--- src/rtl/tdm_demux2_pkg.sv ---
// Shared definitions for the two-channel TDM demultiplexer: frame-tracking
// state encodings and default widths.
package tdm_demux2_pkg;

  localparam int WIDTH_DEF = 8;
  localparam int CNT_W_DEF = 8;

  typedef enum logic [1:0] {
    UNLOCKED = 2'd0,
    EXPECT_B = 2'd1,
    EXPECT_A = 2'd2
  } tdm_state_t;

endpackage

--- src/rtl/tdm_demux2_if.sv ---
// Bus bundle between the multiplexed sample source and the demultiplexer.
// The slave side is the demultiplexer; the master side is the link/consumer.
interface tdm_demux2_if
  import tdm_demux2_pkg::*;
#(
  parameter int WIDTH = WIDTH_DEF,
  parameter int CNT_W = CNT_W_DEF
);

  logic [WIDTH-1:0] d;
  logic             dvalid;
  logic             sync;
  logic [WIDTH-1:0] a;
  logic [WIDTH-1:0] b;
  logic             avalid;
  logic             bvalid;
  logic             pairvalid;
  logic             locked;
  logic             syncerr;
  logic [CNT_W-1:0] paircnt;

  modport master (
    output d, dvalid, sync,
    input  a, b, avalid, bvalid, pairvalid, locked, syncerr, paircnt
  );

  modport slave (
    input  d, dvalid, sync,
    output a, b, avalid, bvalid, pairvalid, locked, syncerr, paircnt
  );

endinterface

--- src/rtl/tdm_demux2_chan_reg.sv ---
// Per-channel capture register: holds the last loaded sample and raises a
// one-cycle strobe on the cycle after each load.
module tdm_chan_reg
  import tdm_demux2_pkg::*;
#(
  parameter int WIDTH = WIDTH_DEF
) (
  input  logic             clk,
  input  logic             rst,
  input  logic             load,
  input  logic [WIDTH-1:0] din,
  output logic [WIDTH-1:0] dout,
  output logic             vld
);

  logic [WIDTH-1:0] data_p0;
  logic             vld_p0;

  // Stage p0: capture register and strobe
  always_ff @(posedge clk) begin
    if (rst) begin
      data_p0 <= '0;
      vld_p0  <= 1'b0;
    end else begin
      vld_p0 <= load;
      if (load) data_p0 <= din;
    end
  end

  assign dout = data_p0;
  assign vld  = vld_p0;

endmodule

--- src/rtl/tdm_demux2.sv ---
// Two-channel TDM demultiplexer: locks to the A/B frame using the sync
// marker on A samples, routes samples to held per-channel outputs.
module tdm_demux2
  import tdm_demux2_pkg::*;
#(
  parameter int WIDTH = WIDTH_DEF,
  parameter int CNT_W = CNT_W_DEF
) (
  input  logic          clk,
  input  logic          rst,
  tdm_demux2_if.slave   bus
);

  tdm_state_t       state_p0, state_nxt;
  logic             load_a, load_b, err_nxt;
  logic             syncerr_p0;
  logic [CNT_W-1:0] paircnt_p0;
  logic             bvld;

  // Next-state and capture decisions; idle cycles leave everything as is
  always_comb begin
    state_nxt = state_p0;
    load_a    = 1'b0;
    load_b    = 1'b0;
    err_nxt   = 1'b0;
    if (bus.dvalid) begin
      unique case (state_p0)
        UNLOCKED: begin
          if (bus.sync) begin
            load_a    = 1'b1;
            state_nxt = EXPECT_B;
          end
        end
        EXPECT_B: begin
          if (bus.sync) begin
            // duplicate A: flag it but resynchronise on the newer sample
            err_nxt = 1'b1;
            load_a  = 1'b1;
          end else begin
            load_b    = 1'b1;
            state_nxt = EXPECT_A;
          end
        end
        EXPECT_A: begin
          if (bus.sync) begin
            load_a    = 1'b1;
            state_nxt = EXPECT_B;
          end else begin
            err_nxt   = 1'b1;
            state_nxt = UNLOCKED;
          end
        end
        default: state_nxt = UNLOCKED;
      endcase
    end
  end

  // Stage p0: frame state, error strobe and pair counter
  always_ff @(posedge clk) begin
    if (rst) begin
      state_p0   <= UNLOCKED;
      syncerr_p0 <= 1'b0;
      paircnt_p0 <= '0;
    end else begin
      state_p0   <= state_nxt;
      syncerr_p0 <= err_nxt;
      if (load_b) paircnt_p0 <= paircnt_p0 + {{(CNT_W-1){1'b0}}, 1'b1};
    end
  end

  tdm_chan_reg #(.WIDTH(WIDTH)) u_chan_a (
    .clk  (clk),
    .rst  (rst),
    .load (load_a),
    .din  (bus.d),
    .dout (bus.a),
    .vld  (bus.avalid)
  );

  tdm_chan_reg #(.WIDTH(WIDTH)) u_chan_b (
    .clk  (clk),
    .rst  (rst),
    .load (load_b),
    .din  (bus.d),
    .dout (bus.b),
    .vld  (bvld)
  );

  // A B capture always completes a frame, so the pair strobe is the B strobe
  assign bus.bvalid    = bvld;
  assign bus.pairvalid = bvld;
  assign bus.locked    = (state_p0 != UNLOCKED);
  assign bus.syncerr   = syncerr_p0;
  assign bus.paircnt   = paircnt_p0;

endmodule

--- src/flat_wrapper.sv ---
// flat-port wrapper written by rule: the top's interface ports become plain ports
module tdm_demux2_flat import tdm_demux2_pkg::*;
#(
  parameter int WIDTH = WIDTH_DEF,
  parameter int CNT_W = CNT_W_DEF
)
  (clk, rst, bus_d, bus_dvalid, bus_sync, bus_a, bus_b, bus_avalid, bus_bvalid, bus_pairvalid, bus_locked, bus_syncerr, bus_paircnt);
  tdm_demux2_if #(.WIDTH(WIDTH), .CNT_W(CNT_W)) bus_i ();
  input  logic clk;
  input  logic rst;
  input wire logic [$bits(bus_i.d)-1:0] bus_d;
  input wire logic [$bits(bus_i.dvalid)-1:0] bus_dvalid;
  input wire logic [$bits(bus_i.sync)-1:0] bus_sync;
  output wire logic [$bits(bus_i.a)-1:0] bus_a;
  output wire logic [$bits(bus_i.b)-1:0] bus_b;
  output wire logic [$bits(bus_i.avalid)-1:0] bus_avalid;
  output wire logic [$bits(bus_i.bvalid)-1:0] bus_bvalid;
  output wire logic [$bits(bus_i.pairvalid)-1:0] bus_pairvalid;
  output wire logic [$bits(bus_i.locked)-1:0] bus_locked;
  output wire logic [$bits(bus_i.syncerr)-1:0] bus_syncerr;
  output wire logic [$bits(bus_i.paircnt)-1:0] bus_paircnt;
  assign bus_i.d = bus_d;
  assign bus_i.dvalid = bus_dvalid;
  assign bus_i.sync = bus_sync;
  assign bus_a = bus_i.a;
  assign bus_b = bus_i.b;
  assign bus_avalid = bus_i.avalid;
  assign bus_bvalid = bus_i.bvalid;
  assign bus_pairvalid = bus_i.pairvalid;
  assign bus_locked = bus_i.locked;
  assign bus_syncerr = bus_i.syncerr;
  assign bus_paircnt = bus_i.paircnt;
  tdm_demux2 #(.WIDTH(WIDTH), .CNT_W(CNT_W)) u_core (.clk(clk), .rst(rst), .bus(bus_i));
endmodule
--- config.mk ---
export PLATFORM = sky130hd
export DESIGN_NAME = tdm_demux2_flat
export DESIGN_NICKNAME = d
export VERILOG_FILES = /design/src/rtl/tdm_demux2_pkg.sv /design/src/rtl/tdm_demux2_if.sv /design/src/rtl/tdm_demux2_chan_reg.sv /design/src/rtl/tdm_demux2.sv /design/src/flat_wrapper.sv
export SDC_FILE = /design/constraint.sdc
export NUM_CORES = 1
export LEC_CHECK = 0
export CORE_ASPECT_RATIO = 1.75
export CORE_MARGIN = 10
export CORE_UTILIZATION = 30
export CTS_CLUSTER_DIAMETER = 40
export DETAILED_ROUTE_END_ITERATION = 8
export SYNTH_ARGS = -nofsm -noshare
export SYNTH_HDL_FRONTEND = slang
export SYNTH_SLANG_ARGS = --single-unit
--- constraint.sdc ---
create_clock -name clk -period 3.5 [get_ports clk]
set_input_delay 0.525 -clock clk [delete_from_list [all_inputs] [get_ports clk]]
set_output_delay 0.525 -clock clk [all_outputs]
set_load 0.05 [all_outputs]
==> results by group, run 1 <==
Timing
  • Fin crit share: 61.5%
  • Unrepaired setup endpoints after global routing: false
  • Maximum clock frequency: around 460 MHz
  • Transition at the pin with the smallest max-transition slack: a little over 500 ps
  • Worst clock skew: 4.74 ps
  • Worst slew margin relative to its limit: roughly 66%
  • Setup violations, final: 0
  • Tmin final: 2150 ps
  • Setup TNS: 0 ps
  • Max-slew violation total from the final report: 0
  • Final count of hold timing violations: 0

Clock network
  • Longest Clk Path Bufs: 2
  • Setup Fix Bufs, Post-CTS: 0
  • Clk sink count: 29
  • Clock edge transition at the registers on the reported setup and hold paths: ~60 ps
  • TritonCTS clock tree: yes
  • Latest clock arrival within the worst-skew pair: 280 ps
  • Resized Gates After CTS: 0
  • Number of buffers inserted during clock tree synthesis: 5
  • H-Tree Depth: 2
  • CTS root buffer: clkbuf_8
  • Hold buffer count at CTS: 0

Synth
  • Number of warning messages in the yosys log: 0
  • Flops & latches, synth: 29
  • Total nets after synthesis: 148
  • Post-synthesis instance area: 1170 µm²
  • Sequential element share of the synthesized area: 49.8%
  • Cell variety after synth: 28
  • Mapped Cells: approximately 140
  • Average footprint of a synthesized cell: 8.64 µm²

Cells and area
  • Summed area of non-filler cells in the final layout: 1700 µm²
  • Final net count: about 190
  • Layout cells sized above 1: a little under a tenth
  • Number of antenna diodes: 0
  • Synthesis-to-finish area growth: 45.5%

Power and ir drop
  • Net switching share of the total power: 24.6%
  • Power share of the clock group: 41.5%
  • Sw Pwr: 179 µW
  • Internal power of the cells: 548 µW
  • Sequential share of power: between 40% and 50%
  • Total leakage power: just under 0.0006 µW
  • Share of power burned in combinational logic: 11.4%
  • Total power divided by cell area: roughly 430 nW/µm²
  • VDD IR-drop max: between 300 and 400 µV

Setup path
  • Critical path capture point type: output port
  • Number of cells on the worst reg-to-reg path: 4
  • Top fanout value on the critical path: 7
  • Worst setup path class: reg2out
  • Internal reg-to-reg setup slack: just under 2000 ps
  • CP Data Arrival Time: approximately 1600 ps
  • Worst flop-to-flop path startpoint: u_core.state_p0[1]
  • Endpoint required time on the critical path: between 2000 and 3000 ps
  • Reg-to-reg endpoint: u_core.bus.paircnt[7]
  • CP Launch Point: u_core.state_p0[0]
  • Critical Path Start Type: flop

Global routing
  • Remaining global-route overflow: 0
  • Maximum number of pins on one net before global-route repair: 22
  • Total global-route track usage: under 10%
  • First-pass GRT wire length: 5.13 mm
  • Via count of the first global-routing pass: 1108
  • Initial antenna violation count: 0

Route
  • Via Count: 1095
  • Total iterations of the first detailed-routing run: 4
  • Final routed DRC violation total: 0
  • Final antenna-violating net count: 0
  • Detailed router's first-iteration violation count: 34
  • Total wire length after detailed routing: roughly 3.2 mm
  • Wire per inst: 14.4 µm
  • Mean number of vias per cell: 4.95

Placement
  • Detailed Place HPWL: 2.35 mm
  • Gpl congestion: between 0.6 and 0.7
  • Area after DPL: 1600 µm²
  • Number of port buffers: 40

Floorplanning
  • Placeable core area: about 3700 µm²
  • Die height: 102 µm
  • Total Die Area: 6880 µm²
  • Site Rows: 29
  • Die extent in x: 67.1 µm
  • I/O pin count: 41
  • Initial core utilization: 31.5%

Min path
  • Worst hold-check path type: reg2reg
  • Hold Crit Start: u_core.u_chan_b.dout[6]
  • WHS Path Cells: 2
  • Endpoint of the worst hold-timing path: u_core.u_chan_b.dout[6]

Run status
  • Outcome: finished, final reports clean

Flow run
  • Maxcap violations: 0
==> layout make-up <==
class                   count  area [µm²]
clock buffers               7        96.3
clock inverters             1        5.00
fillers                   394        2000
inverters                   4        15.0
multi-input cells          92         527
flip-flops and latches     29         581
well taps                  46        57.6
repair buffers             42         415
==> power groups by stage <==
stage / clock, µW / combinational [µW] / sequential [µW]
3_3_place_gp: 0 / 82.1 / 350
3_5_place_dp: 0 / 83.4 / 350
4_1_cts: 315 / 83.8 / 343
6_report: 302 / 83.0 / 342
2_1_floorplan: 0 / 25.2 / 373
5_1_grt: 327 / 89.5 / 343
==> registers in the layout (all words and copies together), names as in the netlist <==
name and flops:
u_core.bus.paircnt 8, u_core.bus.syncerr 1, u_core.state_p0 2, u_core.u_chan_a.dout 8, u_core.u_chan_a.vld 1, u_core.u_chan_b.dout 8
u_core.u_chan_b.vld 1
==> critical path, cell delays in order (launching register included) <==
cell             delay [ps]
dfxtp_1                 350
or2_2                   300
clkdlybuf4s50_1         700
==> Yosys cell counts, drive strengths merged <==
master | instances | share of area [%]
nor4 | 1 | 0.54
nor2 | 6 | 1.9
o21ai | 9 | 3.9
nand4 | 2 | 1.1
o31ai | 3 | 1.9
and2 | 1 | 0.54
a21oi | 23 | 9.9
buf | 4 | 1.8
nor2b | 3 | 1.6
or4 | 3 | 1.9
nor3 | 2 | 0.86
clkbuf | 6 | 1.9
inv | 4 | 1.3
xnor2 | 1 | 0.75
mux2 | 2 | 1.9
nand2 | 20 | 6.4
nand4bb | 1 | 0.97
dfxtp | 29 | 50
ha | 1 | 1.1
and4bb | 1 | 1.1
a2bb2oi | 1 | 0.75
nor3b | 1 | 0.64
nand3 | 2 | 0.86
or3b | 8 | 6.0
or2 | 1 | 0.54
==> cells by family after synthesis <==
family,after synthesis,synth area share [%]
mux,2,1.93
simple gates,52,25.0
fa+ha+maj,1,1.07
compound gates,36,16.4
buf+inv,14,5.04
flops,29,49.8
xor+xnor,1,0.751
==> per-stage QoR <==
stage                     total power [µW]  hold slack (ps)  instances  setup slack [ps]  util [%]
after floorplan                        398              525        135              1830         -
after global placement                 432              450        213              1330      43.1
final                                  727              461        221              1350      45.8
after detailed placement               433              456        213              1300      43.1
after global routing                   760              493        221              1290      45.8
after CTS                              741              468        221              1330      45.8
==> routing by layer <==
layer  track usage [%]  vias to the layer above  routed length, µm
met5                 0                        -                  0
met4              5.71                        0                 83
met3              4.71                        6                292
met2              15.8                       30               1530
met1              9.58                      515               1270
li1                  -                      544                  -
==> how the worst max path moves through the flow <==
stage,slack (ps),to,depth (start not counted)
floorplan,1830,u_core.bus.paircnt[6],4
global placement,1330,u_core.bus.paircnt[7],5
detailed placement,1300,u_core.bus.paircnt[7],5
CTS,1330,bus_locked,2
global route,1290,bus_locked,2
finish,1350,bus_locked,2
==> layout by cell type, fill, tap and decap left out <==
cell type        synthesis  final
o21ai_0                  9      9
and4bb_2                 1      1
ha_1                     1      1
nand4_1                  2      2
or3b_2                   2      2
mux2_2                   2      2
clkinv_2                 0      1
buf_4                    1      2
nand4bb_1                1      1
nor3b_1                  1      1
clkbuf_8                 0      7
nor2b_1                  3      3
or3b_1                   6      6
nor3_1                   2      2
or2_2                    1      1
and2_1                   1      1
nand3_1                  2      2
nor4_1                   1      1
nand2_1                 20     20
clkdlybuf4s50_1          0     40
a21oi_1                 23     23
a2bb2oi_1                1      1
o31ai_1                  3      3
nor2_1                   6      6
dfxtp_1                 29     29
xnor2_1                  1      1
inv_1                    4      4
or4_1                    3      3
Power figures use the tool's default switching activity.
==> inputs of run 2 (changes only) <==
clock period = 2 ns   (was 3.5 ns; I/O delays follow)
==> run 2 against run 1 <==
Sequential power increased by 75%. Non-clock buffer count grew 2. Sequential share of layout area down 0.60 points. Clock power is 100% higher. Global-route usage down 0.11 points. Power rose by 88%. Critical path depth unchanged. Cell count rose by 0.90%. Via count up 2.8%. Largest cell class unchanged.
==> results by group, run 2 (synthesis results as in run 1) <==
Global routing
  • Total global-route track usage: 9.54%
  • Peak-usage layer in the global routing report: met2
  • Met2 routing resource usage after global routing: between 10% and 20%
  • Maximum number of pins on one net before global-route repair: 19
  • GR met3 Demand/Resource: 5.37%
  • Remaining global-route overflow: 0
  • Routing usage on met1: about 9.8%
  • Via count of the first global-routing pass: between 1k and 1.5k
  • Initial antenna violation count: 0
  • First-pass GRT wire length: 5.06 mm

Floorplanning
  • Die extent in x: around 67 µm
  • Placeable core area: approximately 3700 µm²
  • I/O pin count: 41
  • Initial core utilization: 31.5%
  • Total Die Area: around 6900 µm²
  • Die height: 102 µm
  • Site Rows: 29

Cells and area
  • Layout cells sized above 1: 9.60%
  • Leading cell type in the layout, fill and taps excluded: clkdlybuf4s50_1
  • Synthesis-to-finish area growth: 48.1%
  • Number of antenna diodes: 0
  • Commonest cells after routing, fill and taps aside: clkdlybuf4s50_1, dfxtp_1, a21oi_1, nand2_1, o21ai_0
  • Final Core Density: 46.7%
  • Final net count: 189

Timing
  • Fin crit share: 96.6%
  • Transition at the pin with the smallest max-transition slack: 557 ps
  • Worst slew margin relative to its limit: 62.7%
  • Tmin final: 1930 ps
  • Final count of hold timing violations: 0
  • Unrepaired setup endpoints after global routing: false
  • Worst clock skew: 3.74 ps
  • Setup TNS: 0 ps
  • Maximum clock frequency: 517 MHz
  • Setup violations, final: 0
  • Max-slew violation total from the final report: 0

Flow run
  • Maxcap violations: 0

Clock network
  • Setup Fix Bufs, Post-CTS: 0
  • Clock edge transition at the registers on the reported setup and hold paths: around 60 ps
  • TritonCTS clock tree: yes
  • Hold buffer count at CTS: 0
  • Longest Clk Path Bufs: 2
  • H-Tree Depth: 2
  • Clk sink count: 29
  • CTS root buffer: clkbuf_8
  • Latest clock arrival within the worst-skew pair: roughly 280 ps
  • Number of buffers inserted during clock tree synthesis: 5
  • Resized Gates After CTS: 0

Setup path
  • Top fanout value on the critical path: 7
  • Endpoint required time on the critical path: between 1500 and 2000 ps
  • CP Data Arrival Time: 1630 ps
  • Internal reg-to-reg setup slack: 500 ps
  • Critical Path Start Type: flop
  • Worst setup path class: reg2out
  • Critical path capture point type: output port

Route
  • Final routed DRC violation total: 0
  • Total wire length after detailed routing: 3.09 mm
  • Wire per inst: 13.8 µm
  • Detailed router's first-iteration violation count: 39
  • Final antenna-violating net count: 0
  • Via Count: about 1.1k
  • Total iterations of the first detailed-routing run: 4
  • Mean number of vias per cell: 5.05

Power and ir drop
  • VDD IR-drop max: roughly 470 µV
  • Total power divided by cell area: 790 nW/µm²
  • Total leakage power: between 0.0005 and 0.0006 µW

Placement
  • Number of port buffers: 40
  • Gpl congestion: between 0.6 and 0.7
  • Detailed Place HPWL: 2.34 mm

Min path
  • Worst hold-check path type: reg2reg

Run status
  • Outcome: finished, final reports clean
==> run 2: cell count changes in the layout (fill, tap and decap cells not counted) <==
cell / previous run / this run
buf_4: 2 / 4
bufinv_16: 0 / 1
clkbuf_1: 0 / 1
clkbuf_8: 7 / 6
clkinv_2: 1 / 0
==> run 2: where the power goes <==
part / total, µW / switching, µW / internal (µW)
sequential: 599 / 8.01 / 591
combinational: 146 / 87.1 / 59.2
clock: 619 / 214 / 405
==> run 2: path summary, 6_finish.rpt <==
check | startpoint | cells past startpoint | end
worst min-delay path | u_core.u_chan_b.dout[6] | 2 | u_core.u_chan_b.dout[6]
worst max-delay path | u_core.state_p0[0] | 2 | bus_locked
worst max register to register | u_core.state_p0[1] | 3 | u_core.bus.paircnt[7]
worst min register to register | u_core.u_chan_b.dout[6] | 2 | u_core.u_chan_b.dout[6]
==> run 2: per-stage QoR <==
stage	hold WS, ps	total power, µW	cells	setup WS, ps	area [µm²]
finish	461	1360	223	67.6	1730
detailed placement	455	760	215	44.7	1610
global route	486	1420	223	3.98	1730
global placement	445	757	215	84.2	1610
CTS	464	1380	223	46.5	1730
floorplan	436	696	135	326	1170
==> run 2: final cells by class <==
cell class	instances	area, µm²
repair buffers	44	430
inverters	4	15.0
multi-input cells	92	527
flip-flops and latches	29	581
well taps	46	57.6
clock inverters	1	30.0
clock buffers	7	86.3
fillers	395	1970
==> run 2: worst max-delay path, cell delays in order, from the launching register on <==
cell	delay, ps
dfxtp_1	350
or2_2	300
clkdlybuf4s50_1	700
==> run 2: routing by layer <==
metal	up-vias	part of all wire, %
li1	551	-
met1	521	38
met2	44	48
met3	10	11
met4	0	2.9
met5	-	0
